===== config.mk =====
export PLATFORM = sky130hd
export DESIGN_NAME = mem_arbiter
export DESIGN_NICKNAME = d
export VERILOG_FILES = /design/src/rtl/lc3_mem_pkg.sv /design/src/rtl/mem_arbiter.sv
export SDC_FILE = /design/constraint.sdc
export NUM_CORES = 1
export LEC_CHECK = 0
export ABC_AREA = 1
export BUFFER_PORTS_ARGS = -buffer_cell sky130_fd_sc_hd__buf_2
export CORE_MARGIN = 2
export CORE_UTILIZATION = 44
export DETAILED_ROUTE_END_ITERATION = 6
export GPL_TIMING_DRIVEN = 1
export PLACE_DENSITY = 0.89
export SLEW_MARGIN = 20
export SYNTH_ARGS = -nofsm -noshare
export SYNTH_HDL_FRONTEND = slang
export SYNTH_SLANG_ARGS = --single-unit

===== constraint.sdc =====
create_clock -name clk -period 1.6 [get_ports clk]
set_clock_uncertainty 0.2 [all_clocks]
set_input_delay 0.16 -clock clk [delete_from_list [all_inputs] [get_ports clk]]
set_output_delay 0.16 -clock clk [all_outputs]
set_load 0.005 [all_outputs]

===== src/rtl/lc3_mem_pkg.sv =====
// ---------------------------------------------------------------------------
// lc3_mem_pkg
// Shared definitions for the LC-3 memory arbiter:
//   - default address / data widths
//   - arbiter FSM state encoding
//   - requester IDs used by the round-robin pointer
// ---------------------------------------------------------------------------
package lc3_mem_pkg;

    localparam int ADDR_W_DEF = 16;
    localparam int DATA_W_DEF = 16;

    // Arbiter FSM state encoding
    typedef logic [1:0] state_t;
    localparam state_t ST_IDLE     = 2'd0;
    localparam state_t ST_BUSY_LD  = 2'd1;
    localparam state_t ST_BUSY_CPU = 2'd2;
    localparam state_t ST_DONE     = 2'd3;

    // Requester IDs
    localparam logic REQ_LD  = 1'b0;
    localparam logic REQ_CPU = 1'b1;

endpackage


===== src/rtl/mem_arbiter.sv =====
// ---------------------------------------------------------------------------
// mem_arbiter
// Two-requester (program loader, CPU) arbiter in front of a single memory
// port with variable completion latency. One access is in flight at a time.
//
// Optional feature: define MEM_ARB_ROUND_ROBIN_EN to alternate the grant
// between simultaneous requesters. Without it the loader has fixed priority.
//
// Ports:
//   clk, reset        clock, synchronous active-low reset
//   ld_req/ld_addr/ld_wdata/ld_ack
//                     loader write channel, req held until ack pulse
//   cpu_req/cpu_we/cpu_addr/cpu_wdata/cpu_rdata/cpu_ack
//                     CPU read/write channel, req held until ack pulse
//   mem_addr/mem_din/mem_rd/mem_we
//                     registered memory command
//   mem_dout/mem_complete
//                     memory response (read data valid with complete)
// ---------------------------------------------------------------------------
module mem_arbiter
    import lc3_mem_pkg::*;
#(
    parameter int ADDR_W = ADDR_W_DEF,
    parameter int DATA_W = DATA_W_DEF
) (
    input  logic              clk,
    input  logic              reset,
    input  logic              ld_req,
    input  logic [ADDR_W-1:0] ld_addr,
    input  logic [DATA_W-1:0] ld_wdata,
    output logic              ld_ack,
    input  logic              cpu_req,
    input  logic              cpu_we,
    input  logic [ADDR_W-1:0] cpu_addr,
    input  logic [DATA_W-1:0] cpu_wdata,
    output logic [DATA_W-1:0] cpu_rdata,
    output logic              cpu_ack,
    output logic [ADDR_W-1:0] mem_addr,
    output logic [DATA_W-1:0] mem_din,
    output logic              mem_rd,
    output logic              mem_we,
    input  logic [DATA_W-1:0] mem_dout,
    input  logic              mem_complete
);

    state_t state;
    logic   grant_ld;
    logic   grant_cpu;

`ifdef MEM_ARB_ROUND_ROBIN_EN
    // Remembers which requester was granted most recently; on contention
    // the other one wins.
    logic last_grant;

    always_comb begin
        grant_ld  = 1'b0;
        grant_cpu = 1'b0;
        if (ld_req && cpu_req) begin
            if (last_grant == REQ_CPU) begin
                grant_ld = 1'b1;
            end else begin
                grant_cpu = 1'b1;
            end
        end else begin
            grant_ld  = ld_req;
            grant_cpu = cpu_req;
        end
    end

    always_ff @(posedge clk) begin
        if (!reset) begin
            last_grant <= REQ_CPU;
        end else if (state == ST_IDLE) begin
            if (grant_ld) begin
                last_grant <= REQ_LD;
            end else if (grant_cpu) begin
                last_grant <= REQ_CPU;
            end
        end
    end
`else
    always_comb begin
        grant_ld  = ld_req;
        grant_cpu = cpu_req & ~ld_req;
    end
`endif

    always_ff @(posedge clk) begin
        if (!reset) begin
            state     <= ST_IDLE;
            ld_ack    <= 1'b0;
            cpu_ack   <= 1'b0;
            mem_rd    <= 1'b0;
            mem_we    <= 1'b0;
            mem_addr  <= '0;
            mem_din   <= '0;
            cpu_rdata <= '0;
        end else begin
            // Acks are single-cycle pulses; only the completion branch sets them.
            ld_ack  <= 1'b0;
            cpu_ack <= 1'b0;
            case (state)
                ST_IDLE: begin
                    if (grant_ld) begin
                        mem_addr <= ld_addr;
                        mem_din  <= ld_wdata;
                        mem_we   <= 1'b1;
                        mem_rd   <= 1'b0;
                        state    <= ST_BUSY_LD;
                    end else if (grant_cpu) begin
                        mem_addr <= cpu_addr;
                        mem_din  <= cpu_wdata;
                        mem_we   <= cpu_we;
                        mem_rd   <= ~cpu_we;
                        state    <= ST_BUSY_CPU;
                    end
                end
                ST_BUSY_LD: begin
                    if (mem_complete) begin
                        mem_we <= 1'b0;
                        mem_rd <= 1'b0;
                        ld_ack <= 1'b1;
                        state  <= ST_DONE;
                    end
                end
                ST_BUSY_CPU: begin
                    if (mem_complete) begin
                        if (mem_rd) begin
                            cpu_rdata <= mem_dout;
                        end
                        mem_we  <= 1'b0;
                        mem_rd  <= 1'b0;
                        cpu_ack <= 1'b1;
                        state   <= ST_DONE;
                    end
                end
                // DONE: one dead cycle so a requester still holding req while
                // its ack is high cannot be granted again.
                default: begin
                    state <= ST_IDLE;
                end
            endcase
        end
    end

endmodule


==> qor.csv, run 1 <==
stage;metric;value;unit
synth;yosys_warnings;0;
setup_path;worst-path-buf-inv;2;
setup_path;r2r_cells;7;
setup_path;cp-end-kind;flop;
route;wl_per_cell;12.05;um
die;dieArea;6150;um2
clock_tree;cts.path.max_buffers;2;
synth;syn_area;2437;um2
pwr;finalPower;0.004605;W
timing;max_freq;644.9;MHz
setup_path;path_max_fanout;4;
synth;seq_area_frac_synth;44.35;%
finish;regArea;1086;um2
outcome;outcome;finished clean;
die;core_area;5439;um2
timing;final_max_slew_viol_count;0;
place;gp_congestion;0.7662;
synth;synth_cell_types;17;
timing;maxSlewHeadroom;72.64;%
finish;multi_input_area;1130;um2
pwr;pwr-share-seq;42.3;%
route;finalWirelength;7.364;mm
finish;syn_to_final_growth;52.57;%
route;vias;2888;
route;dr.pass1.iters;4;
finish;drive_above_1_share;29.93;%
global_route;grt.total_usage;23.61;%
finish;most-common-layout-cells;137 x buf_2, 110 x nand2_1, 74 x nor2_1;
clock_tree;clk_latency;0.29;ns
clock_tree;clk_pin_slew;0.09;ns
timing;finalCritPeriodShare;96.91;%
synth;synth.largest_area_cell;dfxtp_1;
die;io_pins;138;
pwr;leakage;1.968;nW
setup_path;cp_slowest_stage_delay;0.36;ns
pwr;worst_ir_drop_vdd;0.8571;mV
clock_tree;h-tree-depth;2;
synth;ys_ff_latch;54;
place;hpwl;4.570;mm
die;start_util;44.81;%
timing;tightest_slew;0.4104;ns
pwr;internal-power;0.003012;W
pwr;switchingPower;0.001592;W
setup_path;criticalPathCategory;reg -> reg;
setup_path;cpLargestDelayFamily;adder cells;
route;drt-initial-drc-count;134;
global_route;grt_overflow;0;
clock_tree;post_cts_buffers;0;
global_route;antenna_found_initial;0;
min_path;hold_path_depth;5;
clock_tree;cts_buffers;5;
timing;fin_setup_tns;0;ns
place;io_buffers;137;
route;ant_nets;0;
flow_run;max_cap_violations;0;
global_route;grt_pass1_wl;11.59;mm
finish;finalNetCount;627;
global_route;grt_pass1_vias;2811;
setup_path;reg2reg_slack;0.05;ns
clock_tree;root_buffer;clkbuf_8;
pwr;p_clk_share;18.9;%
die;placementRows;27;
pwr;power.density;1238;nW/um2
finish;final_util;68.37;%
die;die_y;78.43;um
pwr;pwr-share-comb;38.7;%
finish;num-fill-cells;476;
synth;synth_area_per_cell;6.714;um2
timing;period_needed;1.551;ns
setup_path;crit_required;1.61;ns
synth;syn_inst;363;
setup_path;path_depth;7;
setup_path;start_kind;flop;
setup_path;critPathSlowestCell;ha_1;
synth;synth_top_area_share;44.35;%
finish;final_common_cell;buf_2;
synth;syn_nets;453;
pwr;swShare;34.58;%
setup_path;crit_path_cell_trace;inv_1 > ha_1 > inv_2 > nor2_1 > a21oi_2 > nand2_1 > a21oi_1;
route;avgViaCountPerCell;4.727;
global_route;grt_max_degree;34;
timing;finalHoldViolCount;0;
clock_tree;clock_sinks;54;
die;die_w;78.43;um
clock_tree;tritoncts;done;
route;drc_errors;0;
timing;setup_viol;0;
setup_path;cp.arrival;1.56;ns
min_path;min_path_type;in -> reg;
synth;netlist_top_cells_area;dfxtp_1 44%, nand2_1 17%, nor2_1 11%;
## what timing repair did
item,CTS,global route
hold buffers,43,0
setup endpoints to repair,0,36
endpoints found under the hold margin,35,0
gates resized for setup,0,8
## worst register-to-register path, cell delays in order, from the launching register on
cell and delay [ns]:
dfxtp_2 0.35, inv_1 0.06, ha_1 0.36, inv_2 0.10, nor2_1 0.05, a21oi_2 0.13
nand2_1 0.09, a21oi_1 0.14
## per-layer routing
layer  global-route usage [%]  routed length, um  part of all wire, %
met1                    23.90               2840                   39
met2                    44.48               3926                   53
met5                        0                  0                    0
met3                    5.172                327                  4.4
met4                    13.16                270                  3.7
## cell usage after synthesis (all sizes together)
library cell and instances:
inv 26, nor3 1, nand2 111, ha 4, nand3 2, dfxtp 54, nor2 74, buf 14
o21ai 49, a21oi 21, clkbuf 7
## metrics by stage
stage	setup slack, ns	hold WS (ns)	instances	cell area [um2]
floorplan	0.1730	0.07379	363	2437
global placement	0.1074	0.2218	559	3166
detailed placement	0.03218	0.2306	559	3166
CTS	0.008633	0.001498	610	3702
global route	-0.009832	0.02128	610	3716
finish	0.04940	0.003549	611	3719
## worst paths after layout
kind	end	startpoint
worst min register to register	cpu_rdata[9]$_SDFFE_PN0P_	cpu_rdata[9]$_SDFFE_PN0P_
worst max register to register	state[1]$_SDFFE_PN0P_	state[0]$_SDFFE_PN0P_
worst max-delay path	state[1]$_SDFFE_PN0P_	state[0]$_SDFFE_PN0P_
worst min-delay path	mem_din[11]$_SDFFE_PN0P_	cpu_wdata[11]
## final cells by class
type	instances	area share (%)
inverters	26	2.759
repair buffers	188	32.30
diodes	1	0.06729
multi-input cells	262	30.38
clock inverters	1	0.8075
clock buffers	7	2.052
flip-flops and latches	54	29.21
well taps	72	2.423
## cells by family after synthesis
family,share of synthesized area (%)
compound gates,14.53
simple gates,29.52
buf+inv,9.548
fa+ha+maj,2.053
flops,44.35
## registers in the layout (all words and copies together), names as in the netlist
name       cells
mem_addr      16
state          2
mem_we         1
cpu_rdata     16
mem_rd         1
mem_din       16
cpu_ack        1
ld_ack         1
## power groups by stage
stage | sequential, W | combinational (W) | clock, W
final | 0.00195 | 0.00178 | 0.000873
after global routing | 0.00199 | 0.00200 | 0.000962
after CTS | 0.00194 | 0.00174 | 0.000898
after detailed placement | 0.00197 | 0.00166 | 0
after global placement | 0.00195 | 0.00159 | 0
after floorplan | 0.00201 | 0.000906 | 0
No activity file was read; power rests on OpenSTA's default activity.
==> inputs of run 2 (changes only) <==
--- a/config.mk
+++ b/config.mk
@@ -7,10 +7,12 @@
 export LEC_CHECK = 0
 export ABC_AREA = 1
 export BUFFER_PORTS_ARGS = -buffer_cell sky130_fd_sc_hd__buf_2
+export CORE_ASPECT_RATIO = 0.9
 export CORE_MARGIN = 2
 export CORE_UTILIZATION = 44
 export DETAILED_ROUTE_END_ITERATION = 6
 export GPL_TIMING_DRIVEN = 1
+export HOLD_SLACK_MARGIN = 0.1
 export PLACE_DENSITY = 0.89
 export SLEW_MARGIN = 20
 export SYNTH_ARGS = -nofsm -noshare
==> qor.csv, run 2 (synthesized netlist as in run 1, its figures left out) <==
stage;metric;value;unit;change
timing;finalHoldViolCount;0;;unchanged
timing;maxSlewHeadroom;76.36;%;+3.7 points
timing;finalCritPeriodShare;95.62;%;-1.3 points
setup_path;worst-path-buf-inv;2;;unchanged
die;core_area;5286;um2;-2.8%
flow_run;max_cap_violations;0;;unchanged
pwr;swShare;33.61;%;-0.97 points
route;ant_nets;0;;unchanged
finish;most-common-layout-cells;137 x buf_2, 111 x nand2_1, 83 x dlygate4sd3_1;;
pwr;switchingPower;0.001654;W;+3.9%
pwr;pwr-share-seq;39.5;%;-2.8 points
outcome;outcome;finished clean;;
timing;period_needed;1.530;ns;-0.02066 ns
place;gp_congestion;0.7972;;+4.0%
setup_path;crit_path_cell_trace;inv_1 > ha_1 > inv_1 > nor2_1 > a21oi_2 > nand2_1 > a21oi_1;;
pwr;power.density;1188;nW/um2;-4.1%
route;dr.pass1.iters;5;;+1
setup_path;path_max_fanout;4;;unchanged
timing;fin_ws;0.07006;ns;+0.02066 ns
global_route;grt_max_degree;52;;+53%
die;start_util;46.11;%;+1.3 points
clock_tree;cts_buffers;5;;unchanged
setup_path;cpLargestDelayFamily;flip-flops;;
route;vias;3146;;+8.9%
pwr;p_clk_share;22.7;%;+3.8 points
finish;drive_above_1_share;27.56;%;-2.4 points
setup_path;cp_slowest_stage_delay;0.35;ns;about the same
die;dieArea;6152;um2;about the same
clock_tree;clk_latency;0.31;ns;+0.02 ns
die;io_pins;138;;unchanged
finish;final_common_cell;buf_2;;
finish;num-fill-cells;348;;-27%
timing;final_max_slew_viol_count;0;;unchanged
die;die_y;74.61;um;-4.9%
timing;tightest_slew;0.3546;ns;-0.05586 ns
global_route;antenna_found_initial;0;;unchanged
setup_path;critPathMostFrequentCell;inv_1;;
clock_tree;cts.path.max_buffers;2;;unchanged
pwr;worst_ir_drop_vdd;0.7995;mV;-6.7%
finish;reg.largest.list;cpu_rdata: 16 flops, mem_addr: 16 flops, mem_din: 16 flops;;
pwr;pwr-share-comb;37.8;%;-0.9 points
global_route;grt_pass1_vias;3060;;+8.9%
global_route;grt_overflow;0;;unchanged
finish;syn_to_final_growth;69.97;%;
setup_path;start_kind;flop;;
global_route;grt_pass1_wl;13.03;mm;+12%
die;die_w;82.46;um;+5.1%
setup_path;criticalPathCategory;reg -> reg;;
timing;fin_setup_tns;0;ns;unchanged
place;hpwl;4.601;mm;+0.69%
place;io_buffers;137;;unchanged
setup_path;crit_required;1.64;ns;+0.03 ns
route;drc_errors;0;;unchanged
route;finalWirelength;8.815;mm;+20%
setup_path;cp-end-kind;flop;;
place;post-place-ws;0.03949;ns;+0.007307 ns
pwr;leakage;2.152;nW;+9.3%
die;placementRows;25;;-7.4%
clock_tree;clock_sinks;54;;unchanged
finish;final_util;78.37;%;+10 points
clock_tree;tritoncts;done;;
pwr;finalPower;0.004921;W;+6.9%
setup_path;critPathSlowestCell;dfxtp_1;;
finish;finalNetCount;666;;+6.2%
min_path;min_path_type;in -> reg;;
clock_tree;clk_pin_slew;0.09;ns;about the same
global_route;grt.total_usage;28.35;%;+4.7 points
timing;rsz0062_at_grt;true;;
pwr;internal-power;0.003268;W;+8.5%
route;avgViaCountPerCell;4.878;;+3.2%
setup_path;cp.arrival;1.57;ns;about the same
route;drt-initial-drc-count;145;;+8.2%
clock_tree;h-tree-depth;2;;unchanged
timing;setup_viol;0;;unchanged
route;wl_per_cell;13.67;um;+13%
clock_tree;root_buffer;clkbuf_8;;
timing;max_freq;653.6;MHz;+1.4%
## run 2: timing repair
item / in CTS / in global routing
endpoints found under the setup margin: 0 / 34
hold buffers: 83 / 0
setup buffers: 0 / 0
endpoints found under the hold margin: 52 / 0
gates resized for setup: 0 / 6
## run 2: layout make-up
cell class,count,area [um2],area share [%]
clock inverter,2,60.06,1.450
multi-input combinational,262,1127,27.21
sequential,54,1082,26.13
clock buffer,6,82.58,1.993
antenna,1,2.502,0.06040
timing repair buffer,227,1602,38.66
inverter,26,102.6,2.477
tap,67,83.83,2.024
## run 2: power groups by stage
stage	clock, W	combinational (W)	sequential, W
global placement	0	0.00157	0.00195
CTS	0.00114	0.00179	0.00194
floorplan	0	0.000906	0.00201
detailed placement	0	0.00163	0.00197
global route	0.00119	0.00207	0.00199
finish	0.00112	0.00186	0.00195
## run 2: metal layers
layer / GRT usage, % / up-vias / wire, um
met4: 20.74 / 0 / 510
met2: 53.58 / 155 / 4717
li1: - / 1546 / -
met1: 25.98 / 1393 / 3099
met5: 0 / - / 0
met3: 7.314 / 52 / 488
## run 2: stage by stage
stage	cell area [um2]	cells	hold slack, ns
after CTS	4125	644	0.1271
after global routing	4140	644	0.1876
after floorplan	2437	363	0.07379
after detailed placement	3152	553	0.2346
after global placement	3152	553	0.2208
final	4143	645	0.1268
## run 2: final timing paths
kind,slack (ns),cells past startpoint,startpoint,to
setup reg to reg,0.07,7,state[0]$_SDFFE_PN0P_,state[1]$_SDFFE_PN0P_
setup / recovery,0.07,7,state[0]$_SDFFE_PN0P_,state[1]$_SDFFE_PN0P_
hold / removal,0.13,4,ld_req,mem_rd$_SDFFE_PN0P_
hold reg to reg,0.25,2,cpu_rdata[8]$_SDFFE_PN0P_,cpu_rdata[8]$_SDFFE_PN0P_
## run 2: worst min-delay path, stage by stage
cell and delay [ns]:
buf_2 0.22, nor3_1 0.09, nor2_1 0.09, nor2_1 0.05
